**config.mk**
```make
export PLATFORM = sky130hd
export DESIGN_NAME = trap_ctrl
export DESIGN_NICKNAME = d
export VERILOG_FILES = /design/src/rtl/trap_ctrl.sv
export SDC_FILE = /design/constraint.sdc
export NUM_CORES = 1
export LEC_CHECK = 0
export CAP_MARGIN = 20
export CORE_MARGIN = 1.5
export CORE_UTILIZATION = 40
export CTS_CLUSTER_DIAMETER = 100
export DETAILED_ROUTE_END_ITERATION = 16
export GPL_ROUTABILITY_DRIVEN = 0
export PLACE_DENSITY_LB_ADDON = 0.15
export SLEW_MARGIN = 20
export SYNTH_ARGS = -nofsm -noshare
export SYNTH_HDL_FRONTEND = slang
export SYNTH_SLANG_ARGS = --single-unit
```
**constraint.sdc**
```tcl
create_clock -name clk_i -period 6.42 [get_ports clk_i]
set_input_delay 1.605 -clock clk_i [delete_from_list [all_inputs] [get_ports clk_i]]
set_output_delay 1.605 -clock clk_i [all_outputs]
set_load 0.01 [all_outputs]
```
**src/rtl/trap_ctrl.sv**
```systemverilog
// Machine-mode trap sequencer: captures an exception, interrupt or MRET, flushes
// the pipeline, writes the trap CSRs (or commits MRET) and redirects fetch.
module trap_ctrl #(
    parameter int XLEN    = 32,
    parameter int CAUSE_W = 4
) (
    input  logic              clk_i,
    input  logic              rst_n_i,
    input  logic              exc_valid_i,
    input  logic [CAUSE_W-1:0] exc_cause_i,
    input  logic [XLEN-1:0]   exc_pc_i,
    input  logic [XLEN-1:0]   exc_tval_i,
    input  logic              mret_i,
    input  logic              irq_i,
    input  logic              mstatus_mie_i,
    input  logic [XLEN-1:0]   mtvec_i,
    input  logic [XLEN-1:0]   mepc_i,
    input  logic              pipe_empty_i,
    input  logic              redirect_ready_i,
    output logic              busy_o,
    output logic              flush_o,
    output logic              trap_we_o,
    output logic [XLEN-1:0]   mepc_wdata_o,
    output logic [XLEN-1:0]   mcause_wdata_o,
    output logic [XLEN-1:0]   mtval_wdata_o,
    output logic              mret_commit_o,
    output logic              redirect_valid_o,
    output logic [XLEN-1:0]   redirect_pc_o
);

    typedef enum logic [1:0] {IDLE, FLUSH, WRITE, REDIRECT} state_t;

    // Machine external interrupt, cause code 11, interrupt bit set.
    localparam logic [XLEN-1:0] IRQ_CAUSE = {1'b1, {(XLEN-5){1'b0}}, 4'd11};

    state_t          state_reg, state_next;
    logic            ret_reg;
    logic [XLEN-1:0] pc_reg, cause_reg, tval_reg, target_reg;
    logic [XLEN-1:0] trap_base, trap_target;
    logic            irq_take, event_take;

    assign irq_take   = irq_i & mstatus_mie_i;
    assign event_take = exc_valid_i | mret_i | irq_take;

    assign trap_base   = {mtvec_i[XLEN-1:2], 2'b00};
    // Vectored mode only offsets interrupts; the offset wraps modulo 2^XLEN.
    assign trap_target = (mtvec_i[1:0] == 2'b01 && cause_reg[XLEN-1])
                         ? trap_base + {cause_reg[XLEN-3:0], 2'b00}
                         : trap_base;

    always_comb begin
        state_next = state_reg;
        case (state_reg)
            IDLE:     if (event_take) state_next = FLUSH;
            FLUSH:    if (pipe_empty_i) state_next = WRITE;
            WRITE:    state_next = REDIRECT;
            REDIRECT: if (redirect_ready_i) state_next = IDLE;
            default:  state_next = IDLE;
        endcase
    end

    always_ff @(posedge clk_i or negedge rst_n_i) begin
        if (!rst_n_i) begin
            state_reg  <= IDLE;
            ret_reg    <= 1'b0;
            pc_reg     <= '0;
            cause_reg  <= '0;
            tval_reg   <= '0;
            target_reg <= '0;
        end else begin
            state_reg <= state_next;
            if (state_reg == IDLE) begin
                if (exc_valid_i) begin
                    ret_reg   <= 1'b0;
                    pc_reg    <= exc_pc_i;
                    tval_reg  <= exc_tval_i;
                    cause_reg <= {{(XLEN-CAUSE_W){1'b0}}, exc_cause_i};
                end else if (mret_i) begin
                    ret_reg   <= 1'b1;
                    pc_reg    <= {mepc_i[XLEN-1:2], 2'b00};
                    tval_reg  <= '0;
                    cause_reg <= '0;
                end else if (irq_take) begin
                    ret_reg   <= 1'b0;
                    pc_reg    <= exc_pc_i;
                    tval_reg  <= '0;
                    cause_reg <= IRQ_CAUSE;
                end
            end
            // mtvec is sampled here so the target stays fixed during the stall.
            if (state_reg == WRITE)
                target_reg <= ret_reg ? pc_reg : trap_target;
        end
    end

    assign busy_o           = (state_reg != IDLE);
    assign flush_o          = (state_reg == FLUSH);
    assign trap_we_o        = (state_reg == WRITE) && !ret_reg;
    assign mret_commit_o    = (state_reg == WRITE) &&  ret_reg;
    assign redirect_valid_o = (state_reg == REDIRECT);
    assign redirect_pc_o    = target_reg;
    assign mepc_wdata_o     = pc_reg;
    assign mcause_wdata_o   = cause_reg;
    assign mtval_wdata_o    = tval_reg;

endmodule

```
==> results_dict.tcl, run 1 <==
set metrics [dict create \
    status "complete, no violations" \
    dieHeight_um 121 \
    fmax_mhz 230 \
    cts_sinks 104 \
    max_stage_delay_ps 680 \
    core-area_mm2 0.0135 \
    arrival_ps 2740 \
    ys_async_sr_fraction_pct 100 \
    clockBufferDepth 2 \
    synthDistinctLibCells 58 \
    cp-end-kind "primary output" \
    synth-seq-cells 104 \
    initial_core_util_pct 41.5 \
    ys_top_cells_by_count "nand2_1 (144), dfrtp_1 (104), nor2_1 (45)" \
    finalNetCount 995 \
    yosys.area.top_type "dfrtp_1" \
    cts_tree "built" \
    slew_violations 0 \
    io_buffers 243 \
    cts_resized 0 \
    grt_max_degree 66 \
    ios 273 \
    cp_cell_sequence "buf_4 -> nand2b_1 -> inv_1 -> clkdlybuf4s50_1" \
    grt_pass1_vias 5365 \
    post-route-period-util_pct 67.7 \
    synth_edf_count 0 \
    crit_buf_inv 3 \
    syn_inst 626 \
    cts_root_buffer "clkbuf_16" \
    crit_type "flip-flop to primary output" \
    critPathMaxFanout 24 \
    critPathLaunchType "flip-flop" \
    syn_avg_cell_area_um2 8.91 \
    grtUsageTotal_pct 24.5 \
    ys.flop_type "dfrtp_1" \
    final_cells 1026 \
    die-area_mm2 0.0147 \
    synth_top_area_share_pct 46.6 \
    grt_pass1_wl_um 27700 \
    vias_per_cell 5.33 \
    worstMarginPinSlew_ps 865 \
    synth_area_leaders "dfrtp_1 (47%), nand2_1 (9.7%), buf_4 (3.9%)" \
    path_clk_slew_ps 70 \
    fin_area_mm2 0.00833 \
    fill_cells 1224 \
    synth_seq_area_share_pct 46.6 \
    drt_iter0_drc 564 \
    postCtsSetupBuffers 0 \
    place_area_mm2 0.00802 \
    insertedDiodeCount 0 \
    irDropWorstVdd_uv 214 \
    dpl.hpwl_um 13200 \
    p_per_area_mw_per_mm2 430 \
    netlist_area_mm2 0.00558 \
    dieWidth_um 121 \
    drtAntennaViolNets 0 \
    leakage_nw 3.67 \
    setup_viol 0 \
    cp_slowest_cell "clkdlybuf4s50_1" \
    setup_tns_ps 0 \
    overflow 0 \
    placedCellCount 1011 \
    min_path_type "flip-flop to flip-flop" \
    worst_ep_required_time_ps 4820 \
    htreeDepth 3 \
    drcViolationCount 0 \
    rsz0062_at_grt "false" \
    vias 5467 \
    dr.pass1.iters 5 \
    area_growth_pct 49.3 \
    hold_viol 0 \
    cp_top_family "buffers and inverters" \
    cts_hold_buf 0 \
    yosys.cell_count.top_type "nand2_1" \
    cts_made_buffers 9 \
    finalWirelength_um 17900 \
    finalCriticalPeriod_ps 4340 \
    rows 42 \
    maxCapViolations 0 \
    worstSkewPairLatency_ps 350 \
    drive_above_1_share_pct 5.41 \
    finalClockSkew_ps 7.94 \
    yosysWarnings 0 \
    timing.slew.headroom_pct 42.3 \
    wl_per_cell_um 17.5 \
    antenna_found_initial 0 \
]
==> power breakdown <==
group | switching, W | leakage, nW | internal (W)
Sequential | 0.000232 | 1.26 | 0.000968
Clock | 0.000248 | 0.152 | 0.000323
Combinational | 0.000897 | 2.26 | 0.000918
Total | 0.00138 | 3.67 | 0.00221
==> routing by layer <==
| layer | wire length (um) | vias up | global-route usage, % |
|---|---|---|---|
| met5 | 0 | - | 0 |
| met4 | 430 | 0 | 9.56 |
| met3 | 1610 | 32 | 7.10 |
| met2 | 8740 | 249 | 41.4 |
| met1 | 7160 | 2612 | 29.6 |
| li1 | - | 2574 | - |
==> placed cells by master, fill, tap and decap left out, types with 11 or more instances in the layout <==
| cell | netlist | layout |
|---|---|---|
| a221o_1 | 17 | 17 |
| a31oi_1 | 31 | 31 |
| and3_1 | 24 | 24 |
| buf_4 | 29 | 11 |
| clkdlybuf4s50_1 | 0 | 242 |
| conb_1 | 1 | 27 |
| dfrtp_1 | 104 | 104 |
| nand2_1 | 144 | 144 |
| nand3_1 | 42 | 42 |
| nor2_1 | 45 | 44 |
| o21ai_0 | 15 | 15 |
| xor2_1 | 17 | 17 |
==> final cells by class <==
type | count | area [um^2] | share of cell area, %
clock inverters | 4 | 52.6 | 0.631
clock buffers | 11 | 253 | 3.03
flip-flops and latches | 104 | 2600 | 31.3
repair buffers | 253 | 2500 | 30.1
inverters | 11 | 41.3 | 0.496
multi-input cells | 467 | 2650 | 31.9
well taps | 176 | 220 | 2.64
==> stage by stage <==
step	util (%)	power, W	setup WS, ps	hold WS (ps)
2_1_floorplan	-	0.00205	2900	507
3_3_place_gp	59.6	0.00298	2090	449
3_5_place_dp	59.6	0.00303	2040	455
4_1_cts	61.9	0.00361	2110	471
5_1_grt	61.9	0.00382	1930	498
6_report	61.9	0.00358	2080	466
==> path summary, 6_finish.rpt <==
check	from	to	slack (ps)	cells after the start
max	ret_reg$_DFFE_PN0P_	trap_we_o	2080	4
max reg2reg	mcause_wdata_o[0]$_DFFE_PN0P_	redirect_pc_o[28]$_DFFE_PN0P_	3700	7
min reg2reg	mtval_wdata_o[25]$_DFFE_PN0P_	mtval_wdata_o[25]$_DFFE_PN0P_	470	2
max in group asynchronous	rst_n_i	state_reg[0]$_DFFE_PN0P_	3990	2
min	mtval_wdata_o[25]$_DFFE_PN0P_	mtval_wdata_o[25]$_DFFE_PN0P_	470	2
min in group asynchronous	rst_n_i	redirect_pc_o[27]$_DFFE_PN0P_	1300	1
==> tightest hold or removal path: stages, from the launching register on <==
cell	delay, ps
dfrtp_1	340
nand2_1	50
nand2_1	50
==> logic make-up after synthesis <==
family,count (synthesis),synth area share (%)
DFF,104,46.6
muxes,7,1.32
buffers and inverters,81,7.71
xor gates and xnor gates,20,3.14
and+or+nand+nor,306,26.5
other,1,0.0672
AOI/OAI and AO/OA,98,12.4
adders and majority gates,9,2.15
Power figures use the tool's default switching activity.
==> run 2, diff against run 1 <==
- clock period: 6.42 -> 4.25 ns (I/O delays scaled with it)
==> run 2 against run 1 <==
Against the previous run: sequential power increased by 49%; combinational power increased by 54%; flip-flop and latch count unchanged; critical endpoint unchanged; non-clock buffer count increased by 2; register-to-register slack got worse by 1800 ps; via count decreased by 0.99%; first-iteration DRC count decreased by 20%; routed wire length decreased by 0.81%; largest power group unchanged; count of clock-buffer cells in the layout unchanged; worst setup slack got worse by 1400 ps; utilization increased by 0.18 points.
==> results_dict.tcl, run 2 (synthesis results as in run 1) <==
set metrics [dict create \
    pwr-share-clk_pct 15.4 \
    finalCriticalPeriod_ps 3580 \
    critPathMaxFanout 22 \
    status "complete, no violations" \
    insertedDiodeCount 0 \
    cts_hold_buf 0 \
    finalWirelength_um 17800 \
    post-route-period-util_pct 84.1 \
    vias_per_cell 5.27 \
    dpl.hpwl_um 13100 \
    fmax_mhz 280 \
    drtAntennaViolNets 0 \
    critPathLaunchType "flip-flop" \
    ff2ff_setup_slack_ps 1880 \
    drcViolationCount 0 \
    finalClockSkew_ps 6.05 \
    fin_area_mm2 0.00835 \
    grt_pass1_wl_um 27700 \
    place_area_mm2 0.00805 \
    antenna_found_initial 0 \
    hold_depth 2 \
    p_per_area_mw_per_mm2 648 \
    cts_made_buffers 9 \
    p_comb_share_pct 51.4 \
    die-area_mm2 0.0147 \
    setup_tns_ps 0 \
    overflow 0 \
    finalNetCount 997 \
    holdWs_ps 467 \
    r2r_start "mcause_wdata_o[0]$_DFFE_PN0P_" \
    placedCellCount 1013 \
    crit_start "state_reg[0]$_DFFE_PN0P_" \
    leakage_nw 3.68 \
    grt_pass1_vias 5388 \
    r2r-end "redirect_pc_o[10]$_DFFE_PN0P_" \
    cts_root_buffer "clkbuf_16" \
    netSwitchingFraction_pct 38.3 \
    vias 5413 \
    timing.slew.headroom_pct 49.0 \
    arrival_ps 2510 \
    grt_max_degree 84 \
    core-area_mm2 0.0135 \
    setup_viol 0 \
    dieWidth_um 121 \
    cts_sinks 104 \
    reg2reg_depth 8 \
    wl_per_cell_um 17.3 \
    slew_violations 0 \
    crit_type "flip-flop to primary output" \
    final_cell_mix "clkdlybuf4s50_1 (242), nand2_1 (144), dfrtp_1 (104)" \
    postCtsSetupBuffers 0 \
    worstMarginPinSlew_ps 765 \
    path_clk_slew_ps 70 \
    drive_above_1_share_pct 5.52 \
    intPower_w 0.00334 \
    irDropWorstVdd_uv 365 \
    maxCapViolations 0 \
    dieHeight_um 121 \
    min_path_type "flip-flop to flip-flop" \
    drt_iter0_drc 454 \
    clockBufferDepth 2 \
    grtUsageTotal_pct 24.4 \
    power_w 0.00541 \
    rsz0062_at_grt "false" \
    io_buffers 243 \
    cp-end-kind "primary output" \
    rows 42 \
    crit_end "trap_we_o" \
    cts_tree "built" \
    hold_viol 0 \
    initial_core_util_pct 41.5 \
    dr.pass1.iters 5 \
    area_growth_pct 49.7 \
    cts_resized 0 \
    worstSkewPairLatency_ps 350 \
    final_cells 1028 \
    seqPwrFrac_pct 33.2 \
    final_common_cell "clkdlybuf4s50_1" \
    power_switching_w 0.00207 \
    worst_ep_required_time_ps 3190 \
    ios 273 \
    htreeDepth 3 \
]
[run 2: cell count changes in the layout (fill, tap and decap cells not counted)]
cell / before / now
clkinv_2: 1 / 0
buf_12: 0 / 1
clkbuf_1: 0 / 1
clkinvlp_4: 0 / 1
inv_6: 1 / 0
buf_6: 0 / 1
clkinv_4: 1 / 2
clkbuf_8: 2 / 1
[run 2: power by group through the flow]
stage | clock (W) | combinational (W) | sequential [W]
5_1_grt | 0.000899 | 0.00302 | 0.00185
6_report | 0.000836 | 0.00278 | 0.00179
4_1_cts | 0.000857 | 0.00280 | 0.00180
3_3_place_gp | 0 | 0.00273 | 0.00179
2_1_floorplan | 0 | 0.00115 | 0.00195
3_5_place_dp | 0 | 0.00279 | 0.00181
[run 2: worst min path at each step]
stage,startpoint,end,slack [ps]
finish,mtval_wdata_o[29]$_DFFE_PN0P_,mtval_wdata_o[29]$_DFFE_PN0P_,470
global route,mtval_wdata_o[16]$_DFFE_PN0P_,mtval_wdata_o[16]$_DFFE_PN0P_,490
CTS,mtval_wdata_o[29]$_DFFE_PN0P_,mtval_wdata_o[29]$_DFFE_PN0P_,470
detailed placement,mtval_wdata_o[29]$_DFFE_PN0P_,mtval_wdata_o[29]$_DFFE_PN0P_,460
global placement,mtval_wdata_o[31]$_DFFE_PN0P_,mtval_wdata_o[31]$_DFFE_PN0P_,450
floorplan,mtval_wdata_o[0]$_DFFE_PN0P_,mtval_wdata_o[0]$_DFFE_PN0P_,510
[run 2: per-layer routing]
layer  routed length [um]  GRT usage, %  vias up
met3                 1590          9.30       19
li1                     -             -     2573
met1                 6930          28.0     2598
met2                 9070          42.9      223
met5                    0             0        -
met4                  217          5.96        0
[run 2: worst max-delay path, stage by stage (launching register included)]
cell and delay (ps):
dfrtp_1 400, inv_1 110, ha_1 190, nand2b_1 170, inv_1 610, clkdlybuf4s50_1 670
[run 2: area by class of cell]
cell class / count / area, um^2
fill: 1181 / 5100
clock buffer: 11 / 243
timing repair buffer: 255 / 2540
inverter: 11 / 41.3
multi-input combinational: 467 / 2650
sequential: 104 / 2600
tap: 176 / 220
clock inverter: 4 / 55.1
[run 2: metrics by stage]
stage / utilization, % / setup slack [ps]
4_1_cts: 62.1 / 693
2_1_floorplan: - / 1280
5_1_grt: 62.1 / 562
3_3_place_gp: 59.8 / 834
3_5_place_dp: 59.8 / 773
6_report: 62.1 / 674
